`config.mk`:
```
export PLATFORM = sky130hd
export DESIGN_NAME = mem_ctrl_flat
export DESIGN_NICKNAME = d
export VERILOG_FILES = /design/src/rtl/mem_ctrl_pkg.sv /design/src/rtl/mem_ctrl_if.sv /design/src/rtl/mem_byte_asm.sv /design/src/rtl/mem_ctrl.sv /design/src/flat_wrapper.sv
export SDC_FILE = /design/constraint.sdc
export NUM_CORES = 1
export LEC_CHECK = 0
export CORE_MARGIN = 2
export CORE_UTILIZATION = 47
export DETAILED_ROUTE_END_ITERATION = 7
export HOLD_SLACK_MARGIN = 0.1
export PLACE_DENSITY = 0.83
export SETUP_SLACK_MARGIN = 0.5
export SLEW_MARGIN = 40
export SYNTH_ARGS = -nofsm -noshare
export SYNTH_HDL_FRONTEND = slang
export SYNTH_HIERARCHICAL = 1
export SYNTH_SLANG_ARGS = --single-unit
```
`constraint.sdc`:
```
create_clock -name clk -period 3.05 [get_ports clk]
set_clock_uncertainty 0.15 [all_clocks]
set_input_delay 0.61 -clock clk [delete_from_list [all_inputs] [get_ports clk]]
set_output_delay 0.61 -clock clk [all_outputs]
set_load 0.02 [all_outputs]
```
`src/rtl/mem_ctrl_pkg.sv`:
```
// mem_ctrl_pkg: shared encodings for the byte-wide memory controller.
package mem_ctrl_pkg;
  localparam int ADDR_WIDTH = 32;
  localparam logic [1:0] IO_SEL = 2'b11;
  localparam logic [1:0] MEM_LEN_BYTE = 2'b00;
  localparam logic [1:0] MEM_LEN_HALF = 2'b01;
  localparam logic [1:0] MEM_LEN_WORD = 2'b11;
  localparam logic [1:0] ST_IDLE = 2'd0;
  localparam logic [1:0] ST_RD = 2'd1;
  localparam logic [1:0] ST_WR = 2'd2;
  localparam logic [1:0] ST_DONE = 2'd3;
  typedef enum logic {OWN_IF, OWN_MEM} owner_e;
  // 2'b10 is illegal and falls through to a full word
  function automatic logic [2:0] len_bytes(input logic [1:0] len);
    return len == MEM_LEN_BYTE ? 3'd1 : len == MEM_LEN_HALF ? 3'd2 : 3'd4;
  endfunction
  function automatic logic is_io(input logic [ADDR_WIDTH-1:0] a);
    return a[17:16] == IO_SEL;
  endfunction
endpackage

```
`src/rtl/mem_ctrl_if.sv`:
```
// mem_ctrl_if: pipeline request/response and external RAM byte bus.
interface mem_ctrl_if;
  import mem_ctrl_pkg::*;
  logic                  if_req;
  logic [ADDR_WIDTH-1:0] if_addr;
  logic                  if_done;
  logic [31:0]           if_data;
  logic                  mem_req;
  logic                  mem_we;
  logic [1:0]            mem_len;
  logic [ADDR_WIDTH-1:0] mem_addr_i;
  logic [31:0]           mem_wdata;
  logic                  mem_done;
  logic [31:0]           mem_rdata;
  logic [7:0]            ram_din;
  logic [7:0]            ram_dout;
  logic [ADDR_WIDTH-1:0] ram_a;
  logic                  ram_wr;
  modport slave (
    input  if_req, if_addr, mem_req, mem_we, mem_len, mem_addr_i, mem_wdata, ram_din,
    output if_done, if_data, mem_done, mem_rdata, ram_dout, ram_a, ram_wr
  );
  modport master (
    output if_req, if_addr, mem_req, mem_we, mem_len, mem_addr_i, mem_wdata, ram_din,
    input  if_done, if_data, mem_done, mem_rdata, ram_dout, ram_a, ram_wr
  );
endinterface

```
`src/rtl/mem_byte_asm.sv`:
```
// mem_byte_asm: little-endian word assembler; o_word already includes the byte being captured.
module mem_byte_asm (
  input  logic        clk,
  input  logic        rst,
  input  logic        i_clr,
  input  logic        i_en,
  input  logic [1:0]  i_lane,
  input  logic [7:0]  i_byte,
  output logic [31:0] o_word
);
  logic [31:0] r_word;
  always_comb begin
    o_word = r_word;
    for (int i = 0; i < 4; i++)
      if (i_lane == 2'(i)) o_word[8*i +: 8] = i_byte;
  end
  always_ff @(posedge clk)
    if (rst || i_clr) r_word <= '0;
    else if (i_en) r_word <= o_word;
endmodule

```
`src/rtl/mem_ctrl.sv`:
```
// mem_ctrl: arbitrates IF and MEM onto one byte-wide RAM port, serialising 1/2/4-byte transfers.
module mem_ctrl
  import mem_ctrl_pkg::*;
(
  input  logic clk,
  input  logic rst,
  input  logic rdy,
  input  logic flush,
  output logic busy,
  mem_ctrl_if.slave bus
);
  logic [1:0]            r_state;
  logic [ADDR_WIDTH-1:0] r_base;
  logic [2:0]            r_n;
  owner_e                r_own;
  logic [31:0]           r_wdata;
  logic [2:0]            r_issue;
  logic [1:0]            r_cap;
  logic                  r_vld;
  logic                  r_rdy_q;
  logic [ADDR_WIDTH-1:0] r_a;
  logic [7:0]            r_dout;
  logic                  r_wr;
  logic                  r_if_done;
  logic                  r_mem_done;
  logic [31:0]           r_if_data;
  logic [31:0]           r_mem_rdata;
  logic                  w_take_mem;
  logic                  w_take_if;
  logic                  w_accept;
  logic                  w_cap;
  logic                  w_last;
  logic                  w_if_kill;
  logic [31:0]           w_word;
  logic [7:0]            w_wbyte;
  assign w_take_mem = bus.mem_req;
  assign w_take_if  = bus.if_req && !flush;
  assign w_accept   = r_state == ST_IDLE && (w_take_mem || w_take_if);
  assign w_if_kill  = flush && r_own == OWN_IF;
  // r_vld: ram_din holds the byte for lane r_cap; r_rdy_q low marks the re-issue edge after a pause
  assign w_cap  = r_state == ST_RD && r_vld && r_rdy_q;
  assign w_last = w_cap && {1'b0, r_cap} == r_n - 3'd1;
  assign w_wbyte = r_issue[1] ? (r_issue[0] ? r_wdata[31:24] : r_wdata[23:16])
                              : (r_issue[0] ? r_wdata[15:8]  : r_wdata[7:0]);
  mem_byte_asm u_asm (
    .clk    (clk),
    .rst    (rst),
    .i_clr  (rdy && w_accept),
    .i_en   (rdy && w_cap),
    .i_lane (r_cap),
    .i_byte (bus.ram_din),
    .o_word (w_word)
  );
  always_ff @(posedge clk) begin
    if (rst) begin
      r_state     <= ST_IDLE;
      r_base      <= '0;
      r_n         <= '0;
      r_own       <= OWN_IF;
      r_wdata     <= '0;
      r_issue     <= '0;
      r_cap       <= '0;
      r_vld       <= 1'b0;
      r_rdy_q     <= 1'b1;
      r_a         <= '0;
      r_dout      <= '0;
      r_wr        <= 1'b0;
      r_if_done   <= 1'b0;
      r_mem_done  <= 1'b0;
      r_if_data   <= '0;
      r_mem_rdata <= '0;
    end else begin
      r_rdy_q <= rdy;
      if (rdy) begin
        r_if_done  <= 1'b0;
        r_mem_done <= 1'b0;
        case (r_state)
          ST_IDLE: begin
            r_issue <= 3'd1;
            r_cap   <= '0;
            r_vld   <= 1'b0;
            if (w_take_mem) begin
              r_base  <= bus.mem_addr_i;
              r_a     <= bus.mem_addr_i;
              r_n     <= len_bytes(bus.mem_len);
              r_own   <= OWN_MEM;
              r_wdata <= bus.mem_wdata;
              r_dout  <= bus.mem_wdata[7:0];
              r_wr    <= bus.mem_we;
              r_state <= bus.mem_we ? ST_WR : ST_RD;
            end else if (w_take_if) begin
              r_base  <= bus.if_addr;
              r_a     <= bus.if_addr;
              r_n     <= 3'd4;
              r_own   <= OWN_IF;
              r_wr    <= 1'b0;
              r_state <= ST_RD;
            end
          end
          ST_RD: begin
            if (w_if_kill) r_state <= ST_IDLE;
            else if (!r_rdy_q) begin
              r_a     <= r_base + ADDR_WIDTH'(r_cap);
              r_issue <= {1'b0, r_cap} + 3'd1;
              r_vld   <= 1'b0;
            end else begin
              r_vld <= 1'b1;
              if (r_issue < r_n) begin
                r_a     <= r_base + ADDR_WIDTH'(r_issue);
                r_issue <= r_issue + 3'd1;
              end
              if (w_cap) r_cap <= r_cap + 2'd1;
              if (w_last) begin
                r_state <= ST_DONE;
                if (r_own == OWN_MEM) begin
                  r_mem_done  <= 1'b1;
                  r_mem_rdata <= w_word;
                end else begin
                  r_if_done <= 1'b1;
                  r_if_data <= w_word;
                end
              end
            end
          end
          ST_WR: begin
            if (r_issue < r_n) begin
              r_a     <= r_base + ADDR_WIDTH'(r_issue);
              r_dout  <= w_wbyte;
              r_issue <= r_issue + 3'd1;
            end else begin
              r_wr       <= 1'b0;
              r_mem_done <= 1'b1;
              r_state    <= ST_DONE;
            end
          end
          default: r_state <= ST_IDLE;
        endcase
      end
    end
  end
  assign busy          = r_state != ST_IDLE;
  assign bus.ram_a     = r_a;
  assign bus.ram_dout  = r_dout;
  assign bus.ram_wr    = r_wr && rdy;
  assign bus.if_done   = r_if_done;
  assign bus.if_data   = r_if_data;
  assign bus.mem_done  = r_mem_done;
  assign bus.mem_rdata = r_mem_rdata;
endmodule
```
`src/flat_wrapper.sv`:
```
// flat-port wrapper written by rule: the top's interface ports become plain ports
module mem_ctrl_flat import mem_ctrl_pkg::*;
  (clk, rst, rdy, flush, busy, bus_if_req, bus_if_addr, bus_mem_req, bus_mem_we, bus_mem_len, bus_mem_addr_i, bus_mem_wdata, bus_ram_din, bus_if_done, bus_if_data, bus_mem_done, bus_mem_rdata, bus_ram_dout, bus_ram_a, bus_ram_wr);
  mem_ctrl_if bus_i ();
  input  logic clk;
  input  logic rst;
  input  logic rdy;
  input  logic flush;
  output logic busy;
  input wire logic [$bits(bus_i.if_req)-1:0] bus_if_req;
  input wire logic [$bits(bus_i.if_addr)-1:0] bus_if_addr;
  input wire logic [$bits(bus_i.mem_req)-1:0] bus_mem_req;
  input wire logic [$bits(bus_i.mem_we)-1:0] bus_mem_we;
  input wire logic [$bits(bus_i.mem_len)-1:0] bus_mem_len;
  input wire logic [$bits(bus_i.mem_addr_i)-1:0] bus_mem_addr_i;
  input wire logic [$bits(bus_i.mem_wdata)-1:0] bus_mem_wdata;
  input wire logic [$bits(bus_i.ram_din)-1:0] bus_ram_din;
  output wire logic [$bits(bus_i.if_done)-1:0] bus_if_done;
  output wire logic [$bits(bus_i.if_data)-1:0] bus_if_data;
  output wire logic [$bits(bus_i.mem_done)-1:0] bus_mem_done;
  output wire logic [$bits(bus_i.mem_rdata)-1:0] bus_mem_rdata;
  output wire logic [$bits(bus_i.ram_dout)-1:0] bus_ram_dout;
  output wire logic [$bits(bus_i.ram_a)-1:0] bus_ram_a;
  output wire logic [$bits(bus_i.ram_wr)-1:0] bus_ram_wr;
  assign bus_i.if_req = bus_if_req;
  assign bus_i.if_addr = bus_if_addr;
  assign bus_i.mem_req = bus_mem_req;
  assign bus_i.mem_we = bus_mem_we;
  assign bus_i.mem_len = bus_mem_len;
  assign bus_i.mem_addr_i = bus_mem_addr_i;
  assign bus_i.mem_wdata = bus_mem_wdata;
  assign bus_i.ram_din = bus_ram_din;
  assign bus_if_done = bus_i.if_done;
  assign bus_if_data = bus_i.if_data;
  assign bus_mem_done = bus_i.mem_done;
  assign bus_mem_rdata = bus_i.mem_rdata;
  assign bus_ram_dout = bus_i.ram_dout;
  assign bus_ram_a = bus_i.ram_a;
  assign bus_ram_wr = bus_i.ram_wr;
  mem_ctrl u_core (.clk(clk), .rst(rst), .rdy(rdy), .flush(flush), .busy(busy), .bus(bus_i));
endmodule
```
==> run metrics <==
outcome=complete, no violations; vias in the first global route=10,830; GR Util met2=46.46%; Finished Layout Cells=1,909; Buf/Inv on CP=1; yosys warns=6; routability cong.=0.9484; Slowest-stage cell, CP=or4_4; Worst path max stage delay=530 ps; R2R setup slack=350 ps; GRT Util Overall=26.75%; insertion delay to the later sink of the worst-skew pair=520 ps; Synth Cell Area=11,320 um2; hold endpoint=u_core/r_wdata[31]; Crit Path Category=reg2reg; syn avg cell area=8.290 um2; Slew HR=52.63%; Root Buffer=clkbuf_16; DIE AREA=25,350 um2; Final Max Slew Viols=0; setup violators final=0; layout cells sized above 1=16.54%; die width=159.2 um; HPWL after DPL=24.33 mm; setup TNS=0 ps; cell taking the most area after synthesis=dfxtp_1; Yosys reg bits=216; htree depth=1; hold slack final=303.2 ps; WL final=35.98 mm; FP Rows=56; family with the most delay on the worst path=simple AND/OR/NAND/NOR gates; port bufs=220; critical-path maximum fanout=2; largest net degree at the start of global routing=91; Setup WS post-layout=353.0 ps; cts bufs inserted=24; Starting Density=48.10%; Longest Clk Path Bufs=3; design area=15,080 um2; CP Cell Sequence=ha_4 -> inv_2 -> fa_2 -> nor2b_2 -> o2111ai_2 -> or4_4 -> or3_1 -> a311o_1 -> a31oi_1; distinct cell type count after synthesis=65; die height=159.2 um; crit path capture type=flop; Top Usage Layer GRT=met2; Tcrit/Tclk final=88.43%; met3 Resource Use GR=6.512%; EDFF count, synth=0; Fillers=1,935; Reg clk slew, reported paths=60 ps; Worst Hold Depth=2; worst min path class=reg2reg; Post-Syn Instances=1,366; area of the multi-input gates=6605 um2; crit path DAT=2990 ps; Vias/cell=5.838; Post-DP Area=13,930 um2; drt drc=0; DRT iter0 DRCs=864; Routed Antenna Nets=0; core area=23,540 um2; maxcap violations=0; via count=11,140; async set-reset flop share out of synthesis=0%; Ports=221; Seq/Total Area, Yosys=38.18%; Routed wire per std cell=18.85 um; worst vdd ir=0.4261 mV; Final Net Count=1,701; met1 track demand over resource=32.56%; depth of the most critical reg-to-reg path=9; CTS tree=yes; hold path startpoint=u_core/r_wdata[31]; first-pass GRT wire length=56.57 mm; worst endpoint required time=3340 ps; minimum clock period=2697 ps; dpl cells=1,846; Hold Violations, Final=0; CTS sink count=216; R2R Path End=u_core/bus.ram_a[30]; FMAX=0.3708 GHz; Least-Margin Pin Slew=709.7 ps; Area contributors post-synth=dfxtp_1 (38%), nand2_1 (7.9%), mux2i_1 (7.0%); Reg area=4330 um2; top cell type's share of synthesized area=38.18%; CP Launch Type=flop; diode count=0; Post-Syn Nets=1,495; Pwr per Cell Area=511.6 nW/um2; initial antenna violation count=0; hold_buf cts=0; RSZ-0062 raised after global routing=true; DRT Pass-1 Iters=6; Leak=5.523 nW; Area Growth Syn to Fin=33.13%; pre-CTS setup slack=172.6 ps; grt total ovfl=0; Crit Reg-Reg Startpoint=u_core/r_issue[0]; Main synth FF type=dfxtp_1
[synthesized netlist by cell type, types with 5 or more instances]
| cell | count |
|---|---|
| mux2_2 | 32 |
| dfxtp_1 | 216 |
| nor2_1 | 104 |
| xor2_1 | 34 |
| o21ai_0 | 45 |
| a211oi_1 | 58 |
| nand3_1 | 42 |
| mux4_2 | 8 |
| nand2_1 | 238 |
| or3b_2 | 40 |
| nor4_1 | 7 |
| or3_1 | 5 |
| buf_4 | 12 |
| nand4_1 | 16 |
| a311o_1 | 7 |
| and2_1 | 6 |
| a21oi_1 | 127 |
| xnor2_1 | 23 |
| inv_1 | 16 |
| ha_1 | 14 |
| a211o_1 | 6 |
| a31oi_1 | 5 |
| mux2i_1 | 79 |
| nor2b_1 | 8 |
| o221ai_1 | 5 |
| or2_2 | 5 |
| buf_1 | 10 |
| clkbuf_1 | 83 |
| buf_2 | 16 |
| a221oi_1 | 14 |
| nor3_1 | 22 |
[sequential cells by signal (all words and copies together), names as in the netlist]
name and count:
u_core/r_vld 1, u_core/r_n 3, u_core/bus.mem_done 1, u_core/bus.ram_a 32, u_core/bus.mem_rdata 32, u_core/bus.if_done 1
u_core/r_base 32, u_core/r_cap 2, u_core/r_wr 1, u_core/r_issue 3, u_core/r_wdata 32, u_core/r_state 2
u_core/bus.ram_dout 8, u_core/r_own 1, u_core/r_rdy_q 1, u_core/bus.if_data 32, u_core/u_asm/r_word 32
[per-stage QoR]
step | power [mW] | utilization (%)
final | 7.714 | 64.04
after global routing | 8.031 | 64.04
after CTS | 7.698 | 62.85
after detailed placement | 4.701 | 59.18
after global placement | 4.662 | 59.18
after floorplan | 4.085 | -
[cell usage in the layout, fill, tap and decap left out, types with 7 or more instances in the layout]
cell type        synthesis  routed
ha_1                    14      10
nor3_1                  22      18
nand4_1                 16      16
a211oi_1                58      55
nor2_1                 104      97
xor2_1                  34      34
a21oi_1                127     124
or3b_2                  40      40
nand2_1                238     237
dfxtp_1                216     211
o21ai_0                 45      43
clkdlybuf4s50_1          0     216
a221oi_1                14      13
clkbuf_16                0      25
a311o_1                  7       7
mux2i_1                 79      79
xnor2_1                 23      23
mux4_2                   8       8
nand3_1                 42      41
buf_4                   12      76
mux2_2                  32      32
inv_1                   16      13
[layout make-up]
class	instances	area share [%]
inverter	16	0.3983
clock inverter	11	0.7552
clock buffer	33	4.747
tap	319	2.647
timing repair buffer	302	18.92
multi-input combinational	1012	43.81
sequential	216	28.72
[routing by layer]
| layer | vias to the layer above | part of all wire, % |
|---|---|---|
| met5 | - | 0 |
| met4 | 0 | 2.9 |
| met3 | 85 | 9.1 |
| met2 | 530 | 48 |
| met1 | 5301 | 40 |
| li1 | 5228 | - |
[worst min-delay path, delay by kind of cell, from the launching register on]
family / cells / cell delay, ps
DFF: 1 / 300
AOI/OAI and AO/OA: 1 / 50
and+or+nand+nor: 1 / 50
[cells by family (layout without fill, tap and decap cells)]
group           after synthesis  after routing  synth area share (%)
simple gates                517            518                 21.51
compound gates              302            302                 16.93
flops                       216            216                 38.18
buf+inv                     139            362                 5.314
mux                         119            119                 11.76
xor+xnor                     57             57                 4.408
fa+ha+maj                    16             16                 1.900
[timing repair]
| item | 4_1_cts | 5_1_grt |
|---|---|---|
| cloned | 0 | 2 |
| setup buffers | 4 | 13 |
| resized for setup | 4 | 40 |
| setup endpoints to repair | 12 | 63 |
| pin swaps | 5 | 10 |
[how the worst max path moves through the flow]
| stage | from | to | cells past startpoint | slack [ps] |
|---|---|---|---|---|
| detailed placement | flush | u_core/u_asm/r_word[20] | 8 | 170 |
| global placement | flush | u_core/u_asm/r_word[24] | 8 | 290 |
| finish | u_core/r_issue[0] | u_core/bus.ram_a[30] | 9 | 350 |
| CTS | u_core/r_issue[0] | u_core/bus.ram_a[30] | 9 | 350 |
| floorplan | u_core/r_issue[0] | u_core/bus.ram_a[30] | 9 | 380 |
| global route | u_core/r_issue[0] | u_core/bus.ram_a[30] | 9 | 280 |
[where the power goes]
part	internal (mW)	total [mW]	leakage [nW]	switching, mW
Clock	1.81	3.00	0.410	1.19
Sequential	2.98	3.14	1.76	0.160
Combinational	0.703	1.58	3.35	0.872
(Power assumes the default switching activity.)
